[config.mk]
export PLATFORM = sky130hd
export DESIGN_NAME = vga_pixel_gen
export DESIGN_NICKNAME = d
export VERILOG_FILES = /design/src/rtl/vga_pixel_gen.sv
export SDC_FILE = /design/constraint.sdc
export NUM_CORES = 1
export LEC_CHECK = 0
export CORE_MARGIN = 2
export CORE_UTILIZATION = 29
export CTS_BUF_LIST = sky130_fd_sc_hd__clkbuf_16
export CTS_CLUSTER_SIZE = 40
export DETAILED_ROUTE_END_ITERATION = 12
export HOLD_SLACK_MARGIN = 0.1
export SETUP_SLACK_MARGIN = 0.5
export SYNTH_ARGS = -nofsm -noshare
export SYNTH_HDL_FRONTEND = slang
export SYNTH_SLANG_ARGS = --single-unit
[constraint.sdc]
create_clock -name clk_25 -period 1.8 [get_ports clk_25]
set_clock_uncertainty 0.05 [all_clocks]
set_input_delay 0.36 -clock clk_25 [delete_from_list [all_inputs] [get_ports clk_25]]
set_output_delay 0.36 -clock clk_25 [all_outputs]
set_load 0.01 [all_outputs]
[src/rtl/vga_pixel_gen.sv]
// Pixel generator between the VGA timing counter and the DAC: black, red-frame test
// pattern, camera stream and colour bars, with syncs delayed to match the camera fetch.
module vga_pixel_gen #(
    parameter int COLOR_W     = 3,
    parameter int H_ACT_START = 160,
    parameter int H_ACT_END   = 799,
    parameter int V_ACT_START = 41,
    parameter int V_ACT_END   = 520,
    parameter int FRAME_W     = 10,
    parameter int BAR_W       = 80,
    parameter int READ_LAT    = 1
) (
    input  logic               clk_25,
    input  logic               rst_n,
    input  logic [9:0]         h_count_i,
    input  logic [9:0]         v_count_i,
    input  logic               bright_i,
    input  logic               hsync_in_i,
    input  logic               vsync_in_i,
    input  logic [1:0]         mode_i,
    input  logic [COLOR_W-1:0] data_i,
    input  logic               data_valid_i,
    output logic               read_o,
    output logic [COLOR_W-1:0] rgb_o,
    output logic               hsync_out_o,
    output logic               vsync_out_o,
    output logic               underflow_o,
    output logic [15:0]        underflow_cnt_o
);

    localparam int L  = READ_LAT + 2;
    localparam int D  = L - 1;
    localparam int F  = COLOR_W / 3;
    localparam int BW = (BAR_W > 1) ? $clog2(BAR_W) : 1;

    localparam logic [9:0]    H_START  = 10'(H_ACT_START);
    localparam logic [9:0]    H_RED_LO = 10'(H_ACT_START + FRAME_W);
    localparam logic [9:0]    H_RED_HI = 10'(H_ACT_END - FRAME_W);
    localparam logic [9:0]    V_RED_LO = 10'(V_ACT_START + FRAME_W);
    localparam logic [9:0]    V_RED_HI = 10'(V_ACT_END - FRAME_W);
    localparam logic [BW-1:0] BAR_LAST = BW'(BAR_W - 1);

    localparam logic [COLOR_W-1:0] C_RED     = {{F{1'b1}}, {(2*F){1'b0}}};
    localparam logic [COLOR_W-1:0] C_WHITE   = {COLOR_W{1'b1}};
    localparam logic [COLOR_W-1:0] C_MAGENTA = {{F{1'b1}}, {F{1'b0}}, {F{1'b1}}};

    typedef enum logic [1:0] {
        MODE_BLACK  = 2'b00,
        MODE_FRAME  = 2'b01,
        MODE_CAMERA = 2'b10,
        MODE_BARS   = 2'b11
    } mode_e;

    mode_e               mode_q, mode_d;
    logic                read_q, read_d;
    logic [2:0]          bar_idx_q, bar_idx_d, idx_cur;
    logic [BW-1:0]       bar_cnt_q, bar_cnt_d, cnt_cur;
    logic [COLOR_W-1:0]  color0;
    logic [COLOR_W-1:0]  col_q    [D];
    logic                bright_q [D];
    mode_e               mode_p_q [D];
    logic                hs_q     [L];
    logic                vs_q     [L];
    logic [COLOR_W-1:0]  rgb_q, rgb_d;
    logic                uf_now, vs_fall;
    logic                underflow_q, underflow_d;
    logic [15:0]         frame_cnt_q, frame_cnt_d;
    logic [15:0]         ucnt_q, ucnt_d;

    // Stage 0: mode latch, bar counter and colour from the current counter sample.
    always_comb begin
        mode_d    = mode_q;
        read_d    = bright_i && (mode_q == MODE_CAMERA);
        idx_cur   = (h_count_i == H_START) ? 3'd0 : bar_idx_q;
        cnt_cur   = (h_count_i == H_START) ? '0 : bar_cnt_q;
        bar_idx_d = idx_cur;
        bar_cnt_d = cnt_cur;
        color0    = '0;
        if (h_count_i == 10'd0 && v_count_i == 10'd0) begin
            mode_d = mode_e'(mode_i);
        end
        if (bright_i) begin
            if (cnt_cur == BAR_LAST) begin
                bar_cnt_d = '0;
                bar_idx_d = idx_cur + 3'd1;
            end else begin
                bar_cnt_d = cnt_cur + BW'(1);
            end
            case (mode_q)
                MODE_FRAME: begin
                    if (h_count_i < H_RED_LO || h_count_i > H_RED_HI ||
                        v_count_i < V_RED_LO || v_count_i > V_RED_HI) begin
                        color0 = C_RED;
                    end else begin
                        color0 = C_WHITE;
                    end
                end
                MODE_BARS: color0 = {{F{idx_cur[2]}}, {F{idx_cur[1]}}, {F{idx_cur[0]}}};
                default:   color0 = '0;
            endcase
        end
    end

    // Final stage: camera data arrives READ_LAT cycles after the read strobe is sampled.
    always_comb begin
        rgb_d       = col_q[D-1];
        uf_now      = 1'b0;
        vs_fall     = vs_q[L-1] && !vs_q[L-2];
        frame_cnt_d = frame_cnt_q;
        underflow_d = underflow_q;
        ucnt_d      = ucnt_q;
        if (mode_p_q[D-1] == MODE_CAMERA) begin
            rgb_d = '0;
            if (bright_q[D-1]) begin
                if (data_valid_i) begin
                    rgb_d = data_i;
                end else begin
                    rgb_d  = C_MAGENTA;
                    uf_now = 1'b1;
                end
            end
        end
        if (vs_fall) begin
            ucnt_d      = frame_cnt_q;
            frame_cnt_d = {15'd0, uf_now};
            underflow_d = uf_now;
        end else if (uf_now) begin
            underflow_d = 1'b1;
            if (frame_cnt_q != 16'hFFFF) begin
                frame_cnt_d = frame_cnt_q + 16'd1;
            end
        end
    end

    always_ff @(posedge clk_25 or negedge rst_n) begin
        if (!rst_n) begin
            mode_q      <= MODE_BLACK;
            read_q      <= 1'b0;
            bar_idx_q   <= '0;
            bar_cnt_q   <= '0;
            rgb_q       <= '0;
            underflow_q <= 1'b0;
            frame_cnt_q <= '0;
            ucnt_q      <= '0;
            for (int i = 0; i < D; i++) begin
                col_q[i]    <= '0;
                bright_q[i] <= 1'b0;
                mode_p_q[i] <= MODE_BLACK;
            end
            for (int i = 0; i < L; i++) begin
                hs_q[i] <= 1'b1;
                vs_q[i] <= 1'b1;
            end
        end else begin
            mode_q      <= mode_d;
            read_q      <= read_d;
            bar_idx_q   <= bar_idx_d;
            bar_cnt_q   <= bar_cnt_d;
            rgb_q       <= rgb_d;
            underflow_q <= underflow_d;
            frame_cnt_q <= frame_cnt_d;
            ucnt_q      <= ucnt_d;
            col_q[0]    <= color0;
            bright_q[0] <= bright_i;
            mode_p_q[0] <= mode_q;
            for (int i = 1; i < D; i++) begin
                col_q[i]    <= col_q[i-1];
                bright_q[i] <= bright_q[i-1];
                mode_p_q[i] <= mode_p_q[i-1];
            end
            hs_q[0] <= hsync_in_i;
            vs_q[0] <= vsync_in_i;
            for (int i = 1; i < L; i++) begin
                hs_q[i] <= hs_q[i-1];
                vs_q[i] <= vs_q[i-1];
            end
        end
    end

    assign read_o          = read_q;
    assign rgb_o           = rgb_q;
    assign hsync_out_o     = hs_q[L-1];
    assign vsync_out_o     = vs_q[L-1];
    assign underflow_o     = underflow_q;
    assign underflow_cnt_o = ucnt_q;

endmodule

==> qor.csv, run 1 <==
metric,value,unit
status,"complete, no violations",
dpl_cell_area,4220,um^2
dp_hpwl,5010,um
vias,2711,
grt_pass1_vias,2650,
reg2reg_depth,5,
cts_buffer_depth,2,
cp-start-kind,input pin,
cts-root-buf,clkbuf_16,
dp.cells,526,
slew_headroom,71.3,%
p_total,4.30,mW
hp-class,flip-flop to flip-flop,
wire_per_inst,13.6,um
whs,0.299,ns
numCtsBuffers,9,
cts-htree-levels,3,
hold_depth,0,
drive_gt1_share,44.0,%
hold_start,mode_p_q[2],
die-area,11300,um^2
crit_arrival,1.88,ns
yosysWarnings,0,
synthArstFlopShare,100,%
worstSkewPairLatency,0.33,ns
dr.pass1.iters,4,
worst_pin_slew,0.431,ns
r2r-start,vsync_out_o,
synthesis.area,3050,um^2
antenna_found_initial,0,
num_rows,37,
min_delay_worst_endpoint,mode_p_q[0],
io_buffers,53,
synth_flop_cell,dfrtp_1,
core,10300,um^2
drv_cap,0,
clock_sinks,67,
max_freq,581,MHz
yosysMostFrequentCell,nand2_1,
regToRegSetupSlack,0.10,ns
antenna_cells,0,
grt_use_total,14.3,%
final_cell_area,5010,um^2
crit_path_max_incr_delay,0.37,ns
netlist_top_cells_area,"dfrtp_1 50%, nand2_1 8.6%, dfstp_2 5.2%",
worstReg2RegEnd,frame_cnt_q[15],
overflow,0,
path_cells,buf_8 -> nor4_4 -> buf_4 -> a31oi_4 -> ha_4 -> nand4_1 -> nor3_2 -> and2_4 -> mux2_4,
finalSetupViolations,0,
ys_types,51,
synth_fp_nets,331,
finalWeightedCongestion,0.852,
synthCells,297,
synth_common_cells,"70 x nand2_1, 61 x dfrtp_1, 18 x o21ai_0",
post-route-util,48.8,%
end_kind,flip-flop,
drc,0,
yosysSeqAreaShare,55.3,%
area_growth,64.5,%
synth_top_cell_by_area,dfrtp_1,
period_needed,1.72,ns
nets,463,
io_pins,54,
p_leak,2.36,nW
tritoncts,done,
p_per_area,858,nW/um^2
ys_ff_latch,67,
initial_core_util,29.7,%
grt_first_pass_wirelength,12600,um
rsz0062_at_grt,yes,
avgSynthCellArea,10.3,um^2
worstPathRequired,1.96,ns
crit_path_max_fanout,3,
drv_slew,0,
clk_pin_slew,0.06,ns
avgViaCountPerCell,4.76,
fin_cells,570,
grt_max_degree,28,
critical-path-slowest-cell,nor4_4,
netlist.area_leader.share,50.1,%
chipWidth,107,um
peakVddDrop,0.545,mV
crit_type,input pin to flip-flop,
finalHoldViolations,0,
finalWirelength,7770,um
ant_nets,0,
drtIter0Drc,80,
min_period_over_period,95.6,%
die_h,107,um
synth-edff-count,0,
## through the flow
stage	setup TNS (ns)	setup slack (ns)
after floorplan	-0.421	-0.230
after global placement	-9.30	-0.627
after detailed placement	-10.09	-0.689
after CTS	0	0.0669
after global routing	0	0.0232
final	0	0.0788
## how the worst max path moves through the flow
stage                        start        endpoint  slack (ns)  depth (start not counted)
floorplan             h_count_i[4]    bar_idx_q[1]       -0.23                          8
global placement      h_count_i[4]    bar_idx_q[1]       -0.63                          8
detailed placement    h_count_i[4]    bar_idx_q[1]       -0.69                          8
CTS                   bar_cnt_q[0]    bar_idx_q[1]        0.07                          7
global route        frame_cnt_q[2]  frame_cnt_q[9]        0.02                          5
finish                h_count_i[2]    bar_idx_q[1]        0.08                          9
## where the power goes
| part | switching, mW | internal [mW] | leakage [nW] |
|---|---|---|---|
| Clock | 0.675 | 1.36 | 0.170 |
| Combinational | 0.253 | 0.337 | 1.29 |
| Sequential | 0.0800 | 1.59 | 0.900 |
| Total | 1.01 | 3.30 | 2.36 |
## sequential cells by signal, indices dropped and copies added (netlist names)
name and flops:
frame_cnt_q 16, underflow_cnt_o 16, bar_cnt_q 7, col_q 6, mode_p_q 4, bar_idx_q 3
rgb_o 3, bright_q 2, hs_q 2, mode_q 2, vs_q 2, hsync_out_o 1
read_o 1, underflow_o 1, vsync_out_o 1
## timing repair
| item | in CTS | in global routing |
|---|---|---|
| gates resized for setup | 184 | 25 |
| endpoints found under the hold margin | 12 | 0 |
| hold buffers | 1 | 0 |
| pin swaps | 25 | 15 |
| gates cloned | 1 | 2 |
| setup buffers | 15 | 9 |
| endpoints found under the setup margin | 63 | 51 |
## logic make-up (layout without fill, tap and decap cells)
logic type,Yosys count,after routing,share of synthesized area [%]
AOI/OAI and AO/OA,59,59,13.1
xor gates and xnor gates,6,6,1.72
adders and majority gates,3,3,1.23
buffers and inverters,16,153,2.34
DFF,67,67,55.3
muxes,6,6,2.13
and+or+nand+nor,140,140,24.2
## final cells by class
class | count | area [um^2]
well taps | 136 | 170
flip-flops and latches | 67 | 1680
fillers | 947 | 5260
repair buffers | 132 | 1200
multi-input cells | 214 | 1590
inverters | 5 | 18.8
clock inverters | 7 | 125
clock buffers | 9 | 225
## routing by layer
layer | global-route usage, % | routed length [um]
met5 | 0 | 0
met4 | 9.46 | 282
met3 | 3.00 | 308
met2 | 23.8 | 3860
met1 | 16.6 | 3320
## placed cells by master, fill, tap and decap left out, drive strengths merged, types with 5 or more instances in the layout
cell type / count
buf: 106
nand2: 70
dfrtp: 61
o21ai: 18
dlygate4sd2: 14
a21oi: 14
nand3: 12
clkbuf: 11
nand4: 9
and3: 8
clkdlybuf4s50: 7
nor3: 7
o31ai: 6
dfstp: 6
and2: 6
inv: 6
nand2b: 5
nor2: 5
## worst max-delay path, delay by kind of cell
family / cells / cell delay [ns]
AND/OR/NAND/NOR: 4 / 0.69
buffers and inverters: 2 / 0.30
multiplexers: 1 / 0.29
adder cells (fa/ha/maj): 1 / 0.18
AO/OA/AOI/OAI: 1 / 0.08
Power figures use the tool's default switching activity.
==> run 2, diff against run 1 <==
CORE_UTILIZATION = 40   (was 29)
MAX_ROUTING_LAYER = met4   (was default)
PLACE_DENSITY = 0.66   (was default)
REMOVE_ABC_BUFFERS = 1   (was default)
==> qor.csv, run 2 (synthesized netlist as in run 1, its figures left out) <==
metric,value,unit
critical-path-slowest-cell,dfstp_2,
peakVddDrop,0.462,mV
avgViaCountPerCell,5.16,
final_common_cell,dfrtp_1,
drv_slew,0,
antenna_found_initial,0,
vias,2773,
finalWorstSetupSlack,0.00747,ns
crit_path_max_fanout,8,
slew_headroom,74.3,%
period_needed,1.79,ns
cpMostUsedCell,buf_6,
most-common-layout-cells,"59 x dfrtp_1, 58 x nand2_1, 54 x buf_4",
drv_cap,0,
grt_use_total,19.1,%
p_per_area,855,nW/um^2
drtIter0Drc,168,
die_h,91.3,um
wl_met3,356,um
post-route-util,66.4,%
io_buffers,53,
r2r-start,vsync_out_o,
clock_sinks,67,
cts-root-buf,clkbuf_16,
ant_nets,0,
regToRegSetupSlack,0.007,ns
rsz0062_at_grt,yes,
grt_pass1_vias,2700,
area_growth,59.8,%
chipWidth,91.3,um
hp-class,flip-flop to flip-flop,
dpl_cell_area,4000,um^2
finalSetupViolations,0,
crit_path_max_incr_delay,0.54,ns
io_pins,54,
finalWeightedCongestion,0.826,
grt_max_degree,68,
worst_pin_slew,0.383,ns
finalWirelength,7970,um
drc,0,
antenna_cells,0,
path_cells,and2b_4 -> buf_6 -> buf_6 -> buf_12 -> nor3_2 -> o311ai_1 -> o41ai_1,
p_leak,2.32,nW
reg2reg_depth,7,
nets,467,
crit_start,vsync_out_o,
numCtsBuffers,9,
crit_arrival,1.94,ns
initial_core_util,41.6,%
wl_met2,4200,um
dr.pass1.iters,5,
clk_pin_slew,0.06,ns
cts_buffer_depth,2,
crit_type,flip-flop to flip-flop,
dp_slack,-0.722,ns
crit_end,frame_cnt_q[10],
end_kind,flip-flop,
dp_hpwl,4650,um
finalHoldViolations,0,
grt_first_pass_wirelength,12300,um
worstReg2RegEnd,frame_cnt_q[10],
wire_per_inst,14.8,um
cp-start-kind,flip-flop,
drive_gt1_share,46.8,%
tritoncts,done,
die-area,8330,um^2
worstSkewPairLatency,0.34,ns
worstPathRequired,1.95,ns
overflow,0,
num_rows,31,
wl_met1,3260,um
final_cell_area,4870,um^2
core,7330,um^2
maxUsedRoutingLayer,met4,
cts-htree-levels,3,
min_period_over_period,99.6,%
max_freq,558,MHz
status,"complete, no violations",
run 2: area by class of cell:
class | count | area (um^2)
clock buffer | 9 | 225
clock inverter | 7 | 92.6
fill | 577 | 2460
inverter | 5 | 18.8
multi-input combinational | 215 | 1580
sequential | 67 | 1690
tap | 99 | 124
timing repair buffer | 135 | 1140
run 2: worst min path at each step:
stage / from / endpoint / slack (ns) / cells past startpoint
6_report: bright_q[1] / bright_q[0] / 0.29 / 0
5_1_grt: col_q[3] / col_q[0] / 0.30 / 0
4_1_cts: bright_q[1] / bright_q[0] / 0.30 / 0
3_5_place_dp: bright_q[1] / bright_q[0] / 0.28 / 0
3_3_place_gp: bright_q[1] / bright_q[0] / 0.28 / 0
2_1_floorplan: rst_n / bar_cnt_q[0] / 0.01 / 0
run 2: power by group:
| part | switching (mW) | internal (mW) | leakage [nW] |
|---|---|---|---|
| clock network | 0.681 | 1.21 | 0.149 |
| registers | 0.0804 | 1.59 | 0.896 |
| logic | 0.262 | 0.342 | 1.28 |
| total | 1.02 | 3.14 | 2.32 |
run 2: layer usage:
metal,up-vias,global-route usage (%)
met5,-,-
met4,0,8.08
met3,17,4.15
met2,79,32.0
met1,1343,22.1
li1,1334,-
run 2: repair_timing:
| item | in CTS | in global routing |
|---|---|---|
| buffers inserted | 16 | 18 |
| gates cloned | 0 | 3 |
| endpoints found under the hold margin | 61 | 0 |
| pin swaps | 38 | 24 |
| gates resized for setup | 197 | 57 |
| hold buffers | 1 | 0 |
| setup endpoints to repair | 71 | 46 |
run 2: critical path, delay by kind of cell (launching register included):
family / cells / cell delay (ns)
flip-flops: 1 / 0.54
AND/OR/NAND/NOR: 2 / 0.27
AO/OA/AOI/OAI: 2 / 0.47
buffers and inverters: 3 / 0.32
run 2: metrics by stage:
step	hold slack, ns	power, mW	cells	setup TNS [ns]
after detailed placement	0.285	2.10	483	-10.99
after floorplan	0.0144	1.87	286	-4.11
final	0.295	4.17	537	0
after global placement	0.282	2.09	483	-9.79
after global routing	0.304	4.34	537	-0.0925
after CTS	0.297	4.08	516	0
